<file path="src/rtl/reu_pkg.sv">
// Shared definitions for the REU register file: register offsets, transfer types
// and bit positions inside the status, command, mask and address-control registers.
package reu_pkg;

  localparam logic [4:0] REG_STATUS  = 5'h00;
  localparam logic [4:0] REG_COMMAND = 5'h01;
  localparam logic [4:0] REG_CA_LO   = 5'h02;
  localparam logic [4:0] REG_CA_HI   = 5'h03;
  localparam logic [4:0] REG_REUA_LO = 5'h04;
  localparam logic [4:0] REG_REUA_HI = 5'h05;
  localparam logic [4:0] REG_BANK    = 5'h06;
  localparam logic [4:0] REG_LEN_LO  = 5'h07;
  localparam logic [4:0] REG_LEN_HI  = 5'h08;
  localparam logic [4:0] REG_IMASK   = 5'h09;
  localparam logic [4:0] REG_ACTRL   = 5'h0A;

  typedef enum logic [1:0] {
    XFER_C64REU = 2'd0,
    XFER_REUC64 = 2'd1,
    XFER_SWAP   = 2'd2,
    XFER_VERIFY = 2'd3
  } xfer_e;

  localparam int unsigned ST_IRQ   = 7;
  localparam int unsigned ST_EOB   = 6;
  localparam int unsigned ST_FAULT = 5;
  localparam int unsigned ST_SIZE  = 4;

  localparam int unsigned CMD_EXEC     = 7;
  localparam int unsigned CMD_AUTOLOAD = 5;
  localparam int unsigned CMD_NFF00    = 4;

  // Mask and address-control fields are stored packed from bit 0 upwards.
  localparam int unsigned IM_IE   = 2;
  localparam int unsigned IM_EOBE = 1;
  localparam int unsigned IM_VERE = 0;

  localparam int unsigned AC_FIXC64 = 1;
  localparam int unsigned AC_FIXREU = 0;

endpackage

</file>
<file path="src/rtl/reu_shadow_counter.sv">
// Working register plus autoload shadow: byte-lane CPU load writes both copies,
// step increments or decrements the working copy, reload copies shadow to working.
module reu_shadow_counter #(
  parameter int unsigned   W         = 16,
  parameter bit            DEC       = 1'b0,
  parameter logic [W-1:0]  RESET_VAL = '0
) (
  input  logic                 clk,
  input  logic                 rst_n,
  input  logic [(W+7)/8-1:0]   lane_we,
  input  logic [7:0]           wdata,
  input  logic                 step,
  input  logic                 reload,
  output logic [W-1:0]         value
);

  localparam logic [W-1:0] ONE = W'(1);

  logic [W-1:0] work_q, work_d, shadow_q, shadow_d;

  always_comb begin
    work_d   = work_q;
    shadow_d = shadow_q;
    if (reload) begin
      work_d = shadow_q;
    end else begin
      for (int unsigned b = 0; b < W; b++) begin
        if (lane_we[b/8]) begin
          work_d[b]   = wdata[b%8];
          shadow_d[b] = wdata[b%8];
        end
      end
      if (step) work_d = DEC ? work_q - ONE : work_q + ONE;
    end
  end

  // State follows the C64 bus: updates on the falling edge of PHI2.
  always_ff @(negedge clk or negedge rst_n) begin
    if (!rst_n) begin
      work_q   <= RESET_VAL;
      shadow_q <= RESET_VAL;
    end else begin
      work_q   <= work_d;
      shadow_q <= shadow_d;
    end
  end

  assign value = work_q;

endmodule

</file>
<file path="src/rtl/reu_regs.sv">
// REU register file at $DF00-$DF1F: CPU-visible registers, execute arming,
// DMA address/length counters with autoload, and status/interrupt generation.
module reu_regs
  import reu_pkg::*;
#(
  parameter int unsigned REU_ABITS = 19
) (
  input  logic                 PHI2,
  input  logic                 nRESET,
  input  logic                 nIO2,
  input  logic                 RW,
  input  logic [4:0]           A,
  input  logic [7:0]           Din,
  output logic [7:0]           Dout,
  output logic                 DOE,
  input  logic                 FF00Wr,
  input  logic                 DMA,
  input  logic                 IncCA,
  input  logic                 DecLen,
  input  logic                 IncREUA,
  input  logic                 XferEnd,
  input  logic                 SetEndOfBlock,
  input  logic                 SetVerifyErr,
  output logic                 Execute,
  output logic [1:0]           XferType,
  output logic                 Length1,
  output logic                 Length2,
  output logic [15:0]          CA,
  output logic [REU_ABITS-1:0] REUA,
  output logic                 nIRQ
);

  localparam int unsigned PAD      = 24 - REU_ABITS;
  localparam logic        SIZE_BIT = (REU_ABITS > 17);

  logic [7:0]  cmd_q, cmd_d;
  logic [2:0]  imask_q, imask_d;
  logic [1:0]  actrl_q, actrl_d;
  logic        eob_q, eob_d, fault_q, fault_d, irq_q, irq_d, exec_q, exec_d;
  logic        wr, rd, reload;
  logic [15:0] len;
  logic [23:0] reua_ext;

  assign wr     = !nIO2 && !RW && !DMA;
  assign rd     = !nIO2 && RW && !DMA;
  assign reload = XferEnd && cmd_q[CMD_AUTOLOAD];

  always_comb begin
    cmd_d   = cmd_q;
    imask_d = imask_q;
    actrl_d = actrl_q;
    eob_d   = eob_q;
    fault_d = fault_q;
    exec_d  = exec_q;
    if (DMA) begin
      exec_d          = 1'b0;
      cmd_d[CMD_EXEC]  = 1'b0;
      cmd_d[CMD_NFF00] = 1'b1;
    end else begin
      // Command bits 6 and 3:2 are kept as plain storage so the register reads back.
      if (wr && A == REG_COMMAND) begin
        cmd_d  = Din;
        exec_d = Din[CMD_EXEC] && Din[CMD_NFF00];
      end else if (FF00Wr && cmd_q[CMD_EXEC] && !cmd_q[CMD_NFF00]) begin
        exec_d = 1'b1;
      end
      if (wr && A == REG_IMASK) imask_d = Din[7:5];
      if (wr && A == REG_ACTRL) actrl_d = Din[7:6];
    end
    if (rd && A == REG_STATUS) begin
      eob_d   = 1'b0;
      fault_d = 1'b0;
    end
    if (SetEndOfBlock) eob_d = 1'b1;
    if (SetVerifyErr) fault_d = 1'b1;
    irq_d = imask_d[IM_IE] &&
            ((imask_d[IM_EOBE] && eob_d) || (imask_d[IM_VERE] && fault_d));
  end

  always_ff @(negedge PHI2 or negedge nRESET) begin
    if (!nRESET) begin
      cmd_q   <= 8'h10;
      imask_q <= 3'b000;
      actrl_q <= 2'b00;
      eob_q   <= 1'b0;
      fault_q <= 1'b0;
      irq_q   <= 1'b0;
      exec_q  <= 1'b0;
    end else begin
      cmd_q   <= cmd_d;
      imask_q <= imask_d;
      actrl_q <= actrl_d;
      eob_q   <= eob_d;
      fault_q <= fault_d;
      irq_q   <= irq_d;
      exec_q  <= exec_d;
    end
  end

  reu_shadow_counter #(.W(16), .DEC(1'b0), .RESET_VAL(16'h0000)) u_ca (
    .clk     (PHI2),
    .rst_n   (nRESET),
    .lane_we ({wr && A == REG_CA_HI, wr && A == REG_CA_LO}),
    .wdata   (Din),
    .step    (IncCA && !actrl_q[AC_FIXC64]),
    .reload  (reload),
    .value   (CA)
  );

  reu_shadow_counter #(.W(REU_ABITS), .DEC(1'b0), .RESET_VAL('0)) u_reua (
    .clk     (PHI2),
    .rst_n   (nRESET),
    .lane_we ({wr && A == REG_BANK, wr && A == REG_REUA_HI, wr && A == REG_REUA_LO}),
    .wdata   (Din),
    .step    (IncREUA && !actrl_q[AC_FIXREU]),
    .reload  (reload),
    .value   (REUA)
  );

  reu_shadow_counter #(.W(16), .DEC(1'b1), .RESET_VAL(16'hFFFF)) u_len (
    .clk     (PHI2),
    .rst_n   (nRESET),
    .lane_we ({wr && A == REG_LEN_HI, wr && A == REG_LEN_LO}),
    .wdata   (Din),
    .step    (DecLen),
    .reload  (reload),
    .value   (len)
  );

  assign reua_ext = {{PAD{1'b1}}, REUA};

  always_comb begin
    Dout = 8'hFF;
    case (A)
      REG_STATUS:  Dout = {irq_q, eob_q, fault_q, SIZE_BIT, 4'b0000};
      REG_COMMAND: Dout = cmd_q;
      REG_CA_LO:   Dout = CA[7:0];
      REG_CA_HI:   Dout = CA[15:8];
      REG_REUA_LO: Dout = reua_ext[7:0];
      REG_REUA_HI: Dout = reua_ext[15:8];
      REG_BANK:    Dout = reua_ext[23:16];
      REG_LEN_LO:  Dout = len[7:0];
      REG_LEN_HI:  Dout = len[15:8];
      REG_IMASK:   Dout = {imask_q, 5'b11111};
      REG_ACTRL:   Dout = {actrl_q, 6'b111111};
      default:     Dout = 8'hFF;
    endcase
  end

  assign DOE      = !nIO2 && RW && !DMA;
  assign Execute  = exec_q;
  assign XferType = cmd_q[1:0];
  assign Length1  = (len == 16'd1);
  assign Length2  = (len == 16'd2);
  assign nIRQ     = !irq_q;

endmodule
</file>
<file path="config.mk">
export PLATFORM = sky130hd
export DESIGN_NAME = reu_regs
export DESIGN_NICKNAME = d
export VERILOG_FILES = /design/src/rtl/reu_pkg.sv /design/src/rtl/reu_shadow_counter.sv /design/src/rtl/reu_regs.sv
export SDC_FILE = /design/constraint.sdc
export NUM_CORES = 1
export LEC_CHECK = 0
export ABC_AREA = 0
export CAP_MARGIN = 20
export CORE_MARGIN = 2
export CORE_UTILIZATION = 49
export CTS_CLUSTER_DIAMETER = 100
export DETAILED_ROUTE_END_ITERATION = 10
export PLACE_DENSITY = 0.71
export RECOVER_POWER = 25
export SLEW_MARGIN = 30
export SYNTH_ARGS = -nofsm -noshare
export SYNTH_HDL_FRONTEND = slang
export SYNTH_SLANG_ARGS = --single-unit
</file>
<file path="constraint.sdc">
create_clock -name PHI2 -period 7.1 [get_ports PHI2]
set_input_delay 2.13 -clock PHI2 [delete_from_list [all_inputs] [get_ports PHI2]]
set_output_delay 2.13 -clock PHI2 [all_outputs]
set_load 0.01 [all_outputs]
</file>
==> metrics.txt, run 1 <==
final wirelength 29.4 mm; endpoint class of the critical path output port; Max H-tree Level 4; library cells used by synthesis 75; final setup fails 10; Synth Area in Compound Gates 24.9%; Synth area leaders dfrtn_1 30%, dfstp_2 12%, mux2_2 7.0%, o21ai_0 5.3%, a21oi_1 5.0%; # DRC 0; nets@finish 1,149; GRT Residual Overflow 0; Most used DFF post-synth dfrtn_1; crit path kind register to output port; n_diodes 0; Clock transition at path regs 0.08 ns; critical path's slowest cell or4_4; syn nets 841; Min Hold Slack 0.442 ns; cts hold-fix bufs 0; Wirelength per Cell 22.4 µm; Initial DRT Pass Iterations 6; I/O Buffers 74; CTS Sinks 119; asr flop ratio synth 100%; CTS buffer count 17; GRT Util Overall 38.0%; Via Count 8,275; # Max-Cap Violations 1; dpl cell area 0.00966 mm²; placed wire-length estimate 21.6 mm; Final Hold Vio Count 0; clk_skew 0.0861 ns; synth-to-layout area growth 48.3%; post-synthesis mux area share 8.56%; hold crit path type register to register; VDD IR max 0.187 mV; 1st-iter DRT viols 800; Yosys top cell by area dfrtn_1; setup slack after layout -0.858 ns; largest family of logic cells by synthesized area compound AO/OA/AOI/OAI gates; Via density 6.29; vias in the first global route 8,193; syn avg cell area 8.88 µm²; RSZ-0062 raised after global routing true; leak pwr 4.98 nW; synthesis warning total 0; Post-Synth Adder-Cell Area 0.868%; pin count of the biggest net entering global routing 33; WHS Path Cells 2; Max Slew Vio Count 33; Crit. path cell count 5; Final Cell Area 0.0107 mm²; share of cells above drive strength 1 36.0%; clock latency on the worst-skew pair 0.48 ns; DIE AREA 0.0157 mm²; EDFF count, synth 0; setup_tns -3.82 ns; core footprint 0.0144 mm²; pwr/cell area 263 mW/mm²; routability cong. 1.03; post-synthesis sequential area ratio 41.9%; Ports 75; CP Data Required Time 4.97 ns; failing checks capacitance limit, slew limit, setup timing; first-pass GRT wire length 46.0 mm; mapped cell area 0.00720 mm²; outcome finished, violations left; Worst Tran Pin Value 1.79 ns; largest buffer count on any clock path 2; Worst Reg-to-Reg Cells 6; Startpoint Class register; Post-Synth XOR/XNOR Area 1.09%; CTS tree yes; die height 125 µm; worst path bufs/invs 1; Seq cells post-synth 119; clock tree root buffer cell clkbuf_16; PnR Total Power 0.00281 W; Gate Count Post-Synth 811; simple-gate portion of the synthesized area 18.6%; FP Rows 44; Top delay family on crit path simple AND/OR/NAND/NOR gates; Yosys top cell area share 29.9%; headroom to the max-slew limit -19.2%; most numerous cell in the Yosys netlist dfrtn_1; die width 125 µm; CP max stage delay 0.53 ns; initial core utilization 49.9%; Arr. time, crit path 5.83 ns; initial antenna violation count 0; Worst Path Max Fanout 2; top cells by count, synth 86 x dfrtn_1, 84 x nand2_1, 76 x o21ai_0; cell chain of the critical path or4_4 -> or3_4 -> and4bb_2 -> and2_4 -> buf_6; post-route ant nets 0
## final timing paths
check,end,startpoint,slack (ns)
min in group asynchronous,u_ca.shadow_q[13],nRESET,5.62
worst max register to register,u_reua.value[15],u_reua.value[7],4.60
worst min register to register,u_ca.shadow_q[15],u_ca.shadow_q[15],0.44
worst max-delay path,Length2,u_len.value[8],-0.86
worst min-delay path,u_ca.shadow_q[15],u_ca.shadow_q[15],0.44
max in group asynchronous,u_len.value[4],nRESET,0.01
## stage by stage
step / utilization, % / worst slack (ns) / std cells
detailed placement: 67.0 / -0.784 / 1228
floorplan: - / -0.304 / 811
CTS: 73.4 / -0.852 / 1311
finish: 74.1 / -0.858 / 1316
global route: 74.1 / -0.927 / 1316
global placement: 67.0 / -0.759 / 1228
## report_power, final
part,internal [W],total (W),switching (W)
Sequential,0.000822,0.000918,0.0000958
Combinational,0.000456,0.000959,0.000503
Clock,0.000532,0.000933,0.000400
Total,0.00181,0.00281,0.000999
## area by class of cell
type | instances | area (µm²)
multi-input cells | 620 | 4100
fillers | 1110 | 3740
flip-flops and latches | 119 | 3020
repair buffers | 312 | 2570
clock buffers | 19 | 454
clock inverters | 46 | 249
well taps | 184 | 230
inverters | 16 | 62.6
## cells in the final DEF, fill, tap and decap left out, drive strengths merged, types with 6 or more instances in the layout
master         count
clkbuf            22
buf              246
o22ai              8
xnor2              6
a221oi             8
a31oi             22
nor4               8
and2               9
nand2b             6
mux2i             11
clkinv             6
nor2              59
a22oi             13
o21ai             77
inv               53
and3              10
mux2              45
clkdlybuf4s50     18
dfstp             33
dfrtn             86
a21oi             73
nand2             84
nand4             12
a211oi             9
o31ai              6
dlygate4sd2       42
nor2b              6
a21o               8
nor3              16
nand3             33
o211ai             7
## cells by family (layout without fill, tap and decap cells)
family	count (synthesis)	count (layout)
AOI/OAI and AO/OA	282	282
xor gates and xnor gates	9	9
adders and majority gates	5	5
buffers and inverters	72	393
DFF	119	119
muxes	56	56
and+or+nand+nor	268	268
## repair_timing
item,4_1_cts,5_1_grt
buffers inserted,19,5
hold endpoints to repair,0,0
endpoints found under the setup margin,135,61
gates resized for setup,123,26
pin swaps,25,17
## sequential cells by signal, indices dropped and copies added, names as in the netlist
signal	count
u_ca.shadow_q	16
actrl_q	2
imask_q	3
u_len.shadow_q	16
irq_q	1
eob_q	1
u_len.value	16
fault_q	1
u_reua.shadow_q	19
cmd_q	8
u_reua.value	19
u_ca.value	16
Execute	1
## metal layers
layer | wire length [µm] | GRT usage, % | up-vias
met5 | 0 | 0 | -
met4 | 1370 | 17.5 | 0
met3 | 2730 | 8.90 | 105
met2 | 13100 | 58.1 | 520
met1 | 12200 | 51.4 | 3985
li1 | - | - | 3665
## worst min-delay path: stages, from the launching register on
cell and delay [ns]:
dfrtn_1 0.40, nand2_1 0.05, o21ai_0 0.07
No activity file was read; power rests on OpenSTA's default activity.
==> run 2, diff against run 1 <==
Settings changed: SKIP_CTS_REPAIR_TIMING from default to 1.
==> run 2 against run 1 <==
The run still ends with capacitance limit, slew limit, setup timing left. Clock skew is 0.0013 ns higher. Power grew 0.80%. Clock power is essentially flat. Register-to-register slack worse by 0.02 ns. Global-route usage shrank 0.55 points. Combinational power grew 2.3%.
==> metrics.txt, run 2 (synthesis gave the netlist of run 1 again) <==
Min Hold Slack 0.440 ns; Worst Reg-to-Reg Cells 6; Ports 75; Worst Tran Pin Value 1.78 ns; initial antenna violation count 0; headroom to the max-slew limit -18.4%; failing checks capacitance limit, slew limit, setup timing; FP Rows 44; I/O Buffers 74; WHS Path Cells 2; Max Slew Vio Count 33; placed wire-length estimate 21.6 mm; Wirelength per Cell 22.6 µm; Hold Path End u_ca.shadow_q[15]; final wirelength 29.7 mm; CP Data Required Time 4.97 ns; clk_skew 0.0874 ns; initial core utilization 49.9%; die width 125 µm; reg2reg setup slack 4.58 ns; die height 125 µm; CTS Sinks 119; hold crit path type register to register; crit path kind register to output port; Via density 6.31; endpoint class of the critical path output port; Final Hold Vio Count 0; outcome finished, violations left; # DRC 0; largest buffer count on any clock path 2; pwr/cell area 261 mW/mm²; leading cell type in the layout, fill and taps excluded buf_4; Via Count 8,314; pin count of the biggest net entering global routing 33; Initial DRT Pass Iterations 7; worst hold path startpoint u_ca.shadow_q[15]; post-route ant nets 0; nets@finish 1,148; setup_tns -4.01 ns; most frequent cells in the layout 218 x buf_4, 86 x dfrtn_1, 78 x nand2_1; core footprint 0.0144 mm²; clock tree root buffer cell clkbuf_16; final setup fails 10; GRT Residual Overflow 0; # Max-Cap Violations 1; vias in the first global route 8,013; VDD IR max 0.205 mV; CTS tree yes; Max H-tree Level 4; clock latency on the worst-skew pair 0.48 ns; R2R Path End u_reua.value[15]; GRT Util Overall 37.4%; FF-to-FF Start u_reua.value[3]; RSZ-0062 raised after global routing true; Final Cell Area 0.0109 mm²; Worst Path Max Fanout 2; Clock transition at path regs 0.05 ns; Arr. time, crit path 5.96 ns; setup slack after layout -0.986 ns; leak pwr 5.36 nW; synth-to-layout area growth 50.6%; 1st-iter DRT viols 967; dpl cell area 0.00966 mm²; Startpoint Class register; final core utilization 75.2%; DIE AREA 0.0157 mm²; share of cells above drive strength 1 36.0%; CTS buffer count 17; first-pass GRT wire length 45.3 mm; routability cong. 1.03
run 2: cell count changes in the layout (fill, tap and decap cells not counted), sizes merged:
cell | previous run | this run
a21oi | 73 | 74
buf | 246 | 244
diode | 0 | 2
dlygate4sd2 | 42 | 0
dlymetal6s2s | 2 | 44
run 2: report_power, final:
group / leakage [nW] / internal, W / total [W] / switching [W]
sequential: 1.45 / 0.000822 / 0.000917 / 0.0000954
clock: 0.454 / 0.000532 / 0.000934 / 0.000401
combinational: 3.45 / 0.000479 / 0.000981 / 0.000502
run 2: layer usage:
layer / vias up / track usage [%] / part of all wire [%]
met3: 90 / 9.50 / 9.6
met2: 517 / 56.1 / 45
met5: - / 0 / 0
li1: 3674 / - / -
met4: 0 / 18.0 / 4.3
met1: 4033 / 50.9 / 41
run 2: worst max-delay path, cell delays in order (launching register included):
cell and delay, ns:
dfstp_2 0.37, or4_4 0.51, or3_4 0.40, and4bb_2 0.35
buf_6 0.10, and2_4 0.12, buf_6 0.09
run 2: worst max path at each step:
| stage | start | endpoint | slack (ns) | cells past startpoint |
|---|---|---|---|---|
| floorplan | u_len.value[8] | Length1 | -0.30 | 4 |
| global placement | u_len.value[8] | Length2 | -0.76 | 5 |
| detailed placement | u_len.value[8] | Length2 | -0.78 | 5 |
| CTS | u_len.value[8] | Length2 | -1.28 | 5 |
| global route | u_len.value[11] | Length2 | -1.05 | 6 |
| finish | u_len.value[9] | Length2 | -0.99 | 6 |
run 2: per-stage QoR:
step | worst slack [ns] | cells | power [W]
2_1_floorplan | -0.304 | 811 | 0.00131
3_3_place_gp | -0.759 | 1228 | 0.00185
3_5_place_dp | -0.784 | 1228 | 0.00187
4_1_cts | -1.28 | 1292 | 0.00277
5_1_grt | -1.05 | 1315 | 0.00296
6_report | -0.986 | 1317 | 0.00283
run 2: area by class of cell:
cell class                 instances  area [µm²]
multi-input combinational        621        4130
fill                            1057        3570
sequential                       119        3020
timing repair buffer             310        2700
clock buffer                      19         454
clock inverter                    46         249
tap                              184         230
inverter                          16        62.6
antenna                            2        5.00
